`config.mk`:
```
export PLATFORM = sky130hd
export DESIGN_NAME = ifetch_stage
export DESIGN_NICKNAME = d
export VERILOG_FILES = /design/src/rtl/ifetch_stage.sv
export SDC_FILE = /design/constraint.sdc
export NUM_CORES = 1
export LEC_CHECK = 0
export BUFFER_PORTS_ARGS = -buffer_cell sky130_fd_sc_hd__buf_2
export CORE_MARGIN = 2
export CORE_UTILIZATION = 38
export CTS_CLUSTER_SIZE = 12
export DETAILED_ROUTE_END_ITERATION = 8
export PLACE_DENSITY = 0.7
export SYNTH_ARGS = -nofsm -noshare
export SYNTH_HDL_FRONTEND = slang
export SYNTH_SLANG_ARGS = --single-unit
```
`constraint.sdc`:
```
create_clock -name clk -period 3.3 [get_ports clk]
set_input_delay 0.495 -clock clk [delete_from_list [all_inputs] [get_ports clk]]
set_output_delay 0.495 -clock clk [all_outputs]
set_load 0.005 [all_outputs]
```
`src/rtl/ifetch_stage.sv`:
```
// Instruction-fetch stage: owns the PC, addresses the instruction ROM and
// loads the IF/ID pipeline register, honouring redirect, stall and flush.
module ifetch_stage #(
  parameter logic [31:0] RESET_PC  = 32'h0000_0000,
  parameter logic [31:0] NOP_INSTR = 32'h0000_0000
) (
  input  logic        clk,
  input  logic        reset,
  input  logic        stall,
  input  logic        flush,
  input  logic        redirect,
  input  logic [31:0] redirect_target,
  output logic [31:0] imem_addr,
  input  logic [31:0] imem_data,
  output logic [31:0] pc,
  output logic [31:0] ifid_instr,
  output logic [31:0] ifid_pc4,
  output logic        ifid_valid,
  output logic        misalign_err
);

  typedef enum logic {
    ST_BOOT = 1'b0,
    ST_RUN  = 1'b1
  } state_t;

  state_t      state_q, state_d;
  logic [31:0] pc_q, pc_d;
  logic [31:0] instr_q, instr_d;
  logic [31:0] pc4_q, pc4_d;
  logic        valid_q, valid_d;
  logic        err_q, err_d;
  logic [31:0] pc_plus4_s;

  // Wraps modulo 2^32 by construction.
  assign pc_plus4_s = pc_q + 32'd4;

  // Next-state selection for PC and IF/ID, in redirect > stall > flush > fetch priority.
  always_comb begin
    state_d = state_q;
    pc_d    = pc_q;
    instr_d = instr_q;
    pc4_d   = pc4_q;
    valid_d = valid_q;
    err_d   = err_q;
    case (state_q)
      ST_BOOT: begin
        state_d = ST_RUN;
      end
      ST_RUN: begin
        if (redirect) begin
          pc_d    = {redirect_target[31:2], 2'b00};
          instr_d = NOP_INSTR;
          valid_d = 1'b0;
          if (redirect_target[1:0] != 2'b00) begin
            err_d = 1'b1;
          end else begin
            err_d = err_q;
          end
        end else if (stall) begin
          // A squash during a stall still bubbles IF/ID while the PC holds.
          if (flush) begin
            instr_d = NOP_INSTR;
            valid_d = 1'b0;
          end else begin
            instr_d = instr_q;
            valid_d = valid_q;
          end
        end else if (flush) begin
          pc_d    = pc_plus4_s;
          instr_d = NOP_INSTR;
          valid_d = 1'b0;
        end else begin
          pc_d    = pc_plus4_s;
          instr_d = imem_data;
          pc4_d   = pc_plus4_s;
          valid_d = 1'b1;
        end
      end
      default: begin
        state_d = ST_BOOT;
      end
    endcase
  end

  // State and pipeline registers with asynchronous active-low reset.
  always_ff @(posedge clk or negedge reset) begin
    if (!reset) begin
      state_q <= ST_BOOT;
      pc_q    <= RESET_PC;
      instr_q <= NOP_INSTR;
      pc4_q   <= 32'h0000_0000;
      valid_q <= 1'b0;
      err_q   <= 1'b0;
    end else begin
      state_q <= state_d;
      pc_q    <= pc_d;
      instr_q <= instr_d;
      pc4_q   <= pc4_d;
      valid_q <= valid_d;
      err_q   <= err_d;
    end
  end

  assign imem_addr    = pc_q;
  assign pc           = pc_q;
  assign ifid_instr   = instr_q;
  assign ifid_pc4     = pc4_q;
  assign ifid_valid   = valid_q;
  assign misalign_err = err_q;

endmodule

```
# [Word level (Yosys, flattened, before mapping)]
# Index checks and enable logic that the tools add are counted.
[word_totals] out_inout_bits=130 ff_bits=99
[classes] n_eq_ne=2 bitwise=3 n_reduce_logical=5 addsub=1 mux=10
[ops] operator="32-bit 2-to-1 mux" count=6
[ops] operator="32-bit by 3-bit adder with 32-bit output (second input constant)" count=1
[ops] operator="1-bit 2-to-1 mux" count=4
[ops] operator="2-bit AND reduction" count=2
[ops] operator="4-bit AND reduction" count=1
[ops] operator="3-bit by 1-bit != test with 1-bit output (second input constant)" count=1
[ops] operator="1-bit inverter" count=3
[ops] operator="3-bit AND reduction" count=1
[ops] operator="2-bit by 1-bit != test with 1-bit output (second input constant)" count=1
[ops] operator="2-bit nonzero test" count=1

# [Logic depth before layout (Yosys ltp)]
[logic_depth] word_depth=3 ltp_mapped=7 mapped_depth_nobuf=6

# [Least setup slack after synthesis]
# Ideal clock, no wire load.
[synth_timing] kind="register -> register" from="register pc_q[2], in the netlist imem_addr[2]" to="register pc_q[18], in the netlist imem_addr[18]" t_arrival_ns=1.701 slack_ns=1.520 stages_incl_launch_ff=8 setup_ns=0.079 path_cell_list="dfrtp_1 ha_1 nand4_1 nor2_1 buf_4 nand3_1 a21oi_1 a2bb2oi_1"
[synth_via] elab_chain_cells=3
[synth_rtl] element="start, declared" line="28" text="logic [31:0] pc_q, pc_d;"
[synth_rtl] element="start signal, assigned" line="97" text="pc_q <= pc_d;"
[synth_rtl] element="32-bit by 3-bit adder with 32-bit output" line="36" text="assign pc_plus4_s = pc_q + 32'd4;"
[synth_rtl] element="32-bit 2-to-1 mux" line="60" text="end else if (stall) begin"
[synth_rtl] element="32-bit 2-to-1 mux" line="51" text="if (redirect) begin"
# No other way between the ends. The select of a mux whose other input is x is not followed.
# A chain may end at the register's enable or synchronous reset.

# [Final worst setup path]
[layout_timing] from="register pc_q[10], in the netlist imem_addr[10]" to="register pc_q[23], in the netlist imem_addr[23]"
# The elaborated chain is that of the path after synthesis.

==> results.json <==
{
  "outcome": "finished clean",
  "drv_slew": 0,
  "final_cell_mix": "buf_2 (191), dfrtp_1 (95), a21oi_1 (51), nor2_1 (43), a22o_1 (32)",
  "clockBufferDepth": 2,
  "wirelength_um": 13300,
  "startpoint_type": "flip-flop",
  "multiInputGateArea_sq_um": 2040,
  "p_switching_w": 0.000998,
  "stdcell_area_sq_um": 6050,
  "power.density_nw_per_um2": 570,
  "ff2ff_setup_slack_ps": 990,
  "synth_top_cell_area_share_pct": 49.3,
  "hold_path_class": "in2async",
  "die_h_um": 117,
  "ys_seq_elements": 95,
  "clk_pin_slew_worst_paths_ps": 70,
  "p_int_w": 0.00245,
  "synthFlopType": "dfrtp_1",
  "synth_warnings": 0,
  "tightest_slew_ps": 1110,
  "yosys.area.top_type": "dfrtp_1",
  "nNetsFinal": 707,
  "critPathMaxStageDelay_ps": 760,
  "fin_crit_sh_pct": 70.0,
  "slowest_stage": "nor4_4",
  "async_flop_share_pct": 100,
  "die-area_sq_um": 13600,
  "worst-path-max-fanout": 11,
  "fp.dieW_um": 117,
  "max_slew_margin_pct": 26.1,
  "finalSetupViolations": 0,
  "worstSetupPathType": "reg2reg",
  "cp_top_family": "simple AND/OR/NAND/NOR gates",
  "avgSynthCellArea_sq_um": 9.86,
  "grt_pass1_vias": 3927,
  "power_frac_seq_pct": 44.4,
  "ir_drop_mv": 0.279,
  "timing.rr.start": "imem_addr[10]",
  "antenna_found_initial": 0,
  "p_comb_share_pct": 20.4,
  "port_buffers": 192,
  "routedWlPerCell_um": 16.3,
  "grt_max_degree": 86,
  "synthCells": 489,
  "numCtsBuffers": 9,
  "htreeDepth": 3,
  "syn_area_sq_um": 4820,
  "drv_cap": 0,
  "viasPerCell": 5.21,
  "cts.sinks": 95,
  "finClkSkew_ps": 7.86,
  "diodes": 0,
  "fmax_mhz": 433,
  "rr_worst_depth": 4,
  "reg2reg_to": "imem_addr[23]",
  "rsz0062_at_grt": "false",
  "cp_num_cells": 4,
  "path_cells": "nand3_2 -> nor4_4 -> nand4_1 -> o311ai_0",
  "cts_tree": "built",
  "ant_nets": 0,
  "area_growth_pct": 25.6,
  "place_congestion": 0.832,
  "drive_gt1_share_pct": 36.4,
  "drtIter0Drc": 204,
  "io_pins": 199,
  "drt_pass1_iterations": 5,
  "switching_share_pct": 28.9,
  "synth.distinct_cells": 49,
  "required_ps": 3530,
  "dpl-instance-area_sq_um": 5700,
  "num_rows": 41,
  "cts-root-buf": "clkbuf_16",
  "clkLatencyLatePin_ps": 350,
  "core_sq_um": 12500,
  "final_common_cell": "buf_2",
  "critical_path_buf_inv_count": 0,
  "power.leakage_nw": 2.87,
  "num_vias": 4245,
  "grt_pass1_wl_um": 19900,
  "p_clk_share_pct": 35.2,
  "hpwl_um": 9570,
  "period_minus_slack_ps": 2310,
  "regArea_sq_um": 2380,
  "cts_resized": 0,
  "grt-ovfl-total": 0,
  "synth_edf_count": 0,
  "fillers": 1233,
  "postCtsSetupBuffers": 0,
  "drc_errors": 0,
  "synth.area.top_cells": "dfrtp_1 (49%), buf_4 (5.9%), a22o_1 (5.8%)",
  "initial_core_util_pct": 38.5,
  "tns_ps": 0,
  "finalPower_w": 0.00345,
  "ys_seq_area_share_pct": 49.3,
  "hold_buffers": 0,
  "critPathArrivalTime_ps": 2540,
  "hold_viol_final": 0,
  "endpoint_kind": "flip-flop",
  "track_usage_pct": 19.1
}
-- sequential cells by signal, indices dropped and copies added (netlist names) --
register	count
ifid_instr	32
imem_addr	30
state_q	1
misalign_err	1
ifid_valid	1
ifid_pc4	30
-- metrics by stage --
step / worst slack, ps / hold slack [ps] / std cells / utilization [%]
detailed placement: 940 / 460 / 798 / 45.5
global placement: 999 / 454 / 798 / 45.5
floorplan: 1520 / 199 / 494 / -
global route: 734 / 367 / 814 / 48.4
CTS: 981 / 369 / 814 / 48.4
finish: 991 / 319 / 814 / 48.4
-- metal layers --
layer	up-vias	GRT usage (%)	share of wire [%]	wire length, um
met5	-	0	0	0
li1	2016	-	-	-
met1	2025	24.6	43	5760
met3	16	3.63	7.5	995
met4	0	7.53	1.2	165
met2	188	32.0	48	6380
-- layout make-up --
type	count	area share, %
flip-flops and latches	95	39.3
multi-input cells	322	33.7
repair buffers	203	17.3
clock buffers	10	3.95
well taps	172	3.55
clock inverters	6	1.92
inverters	6	0.372
-- power groups by stage --
stage          Clock [W]  Sequential (W)  Combinational [W]
3_5_place_dp           0         0.00155           0.000714
5_1_grt          0.00130         0.00156           0.000799
6_report         0.00122         0.00153           0.000706
4_1_cts          0.00126         0.00153           0.000718
2_1_floorplan          0         0.00152           0.000431
3_3_place_gp           0         0.00154           0.000705
-- cell families (layout without fill, tap and decap cells) --
group / count (synthesis) / count (layout) / share of synthesized area [%]
buffers and inverters: 77 / 225 / 9.37
adder cells (fa/ha/maj): 1 / 1 / 0.259
AND/OR/NAND/NOR: 133 / 133 / 14.7
XOR/XNOR: 28 / 28 / 5.09
flip-flops: 95 / 95 / 49.3
other: 2 / 7 / 0.156
AO/OA/AOI/OAI: 149 / 149 / 20.2
multiplexers: 4 / 4 / 0.856
-- cells in the mapped netlist (all sizes together), types with 4 or more instances --
master   number
a21oi        51
a22o         32
a22oi         4
a2bb2oi       8
a31oi         6
and3          8
and4          5
buf          48
clkbuf       23
dfrtp        95
inv           5
nand2        27
nand3        22
nand4        11
nor2         43
nor3          8
o21ai        21
o22ai        11
xnor2        10
xor2         18
-- worst max-delay path by stage --
stage	from	endpoint	slack, ps
2_1_floorplan	imem_addr[2]	imem_addr[18]	1520
3_3_place_gp	imem_addr[10]	imem_addr[23]	1000
3_5_place_dp	imem_addr[10]	imem_addr[23]	940
4_1_cts	imem_addr[10]	imem_addr[23]	980
5_1_grt	imem_addr[10]	imem_addr[23]	730
6_report	imem_addr[10]	imem_addr[23]	990
Power figures use the tool's default switching activity.
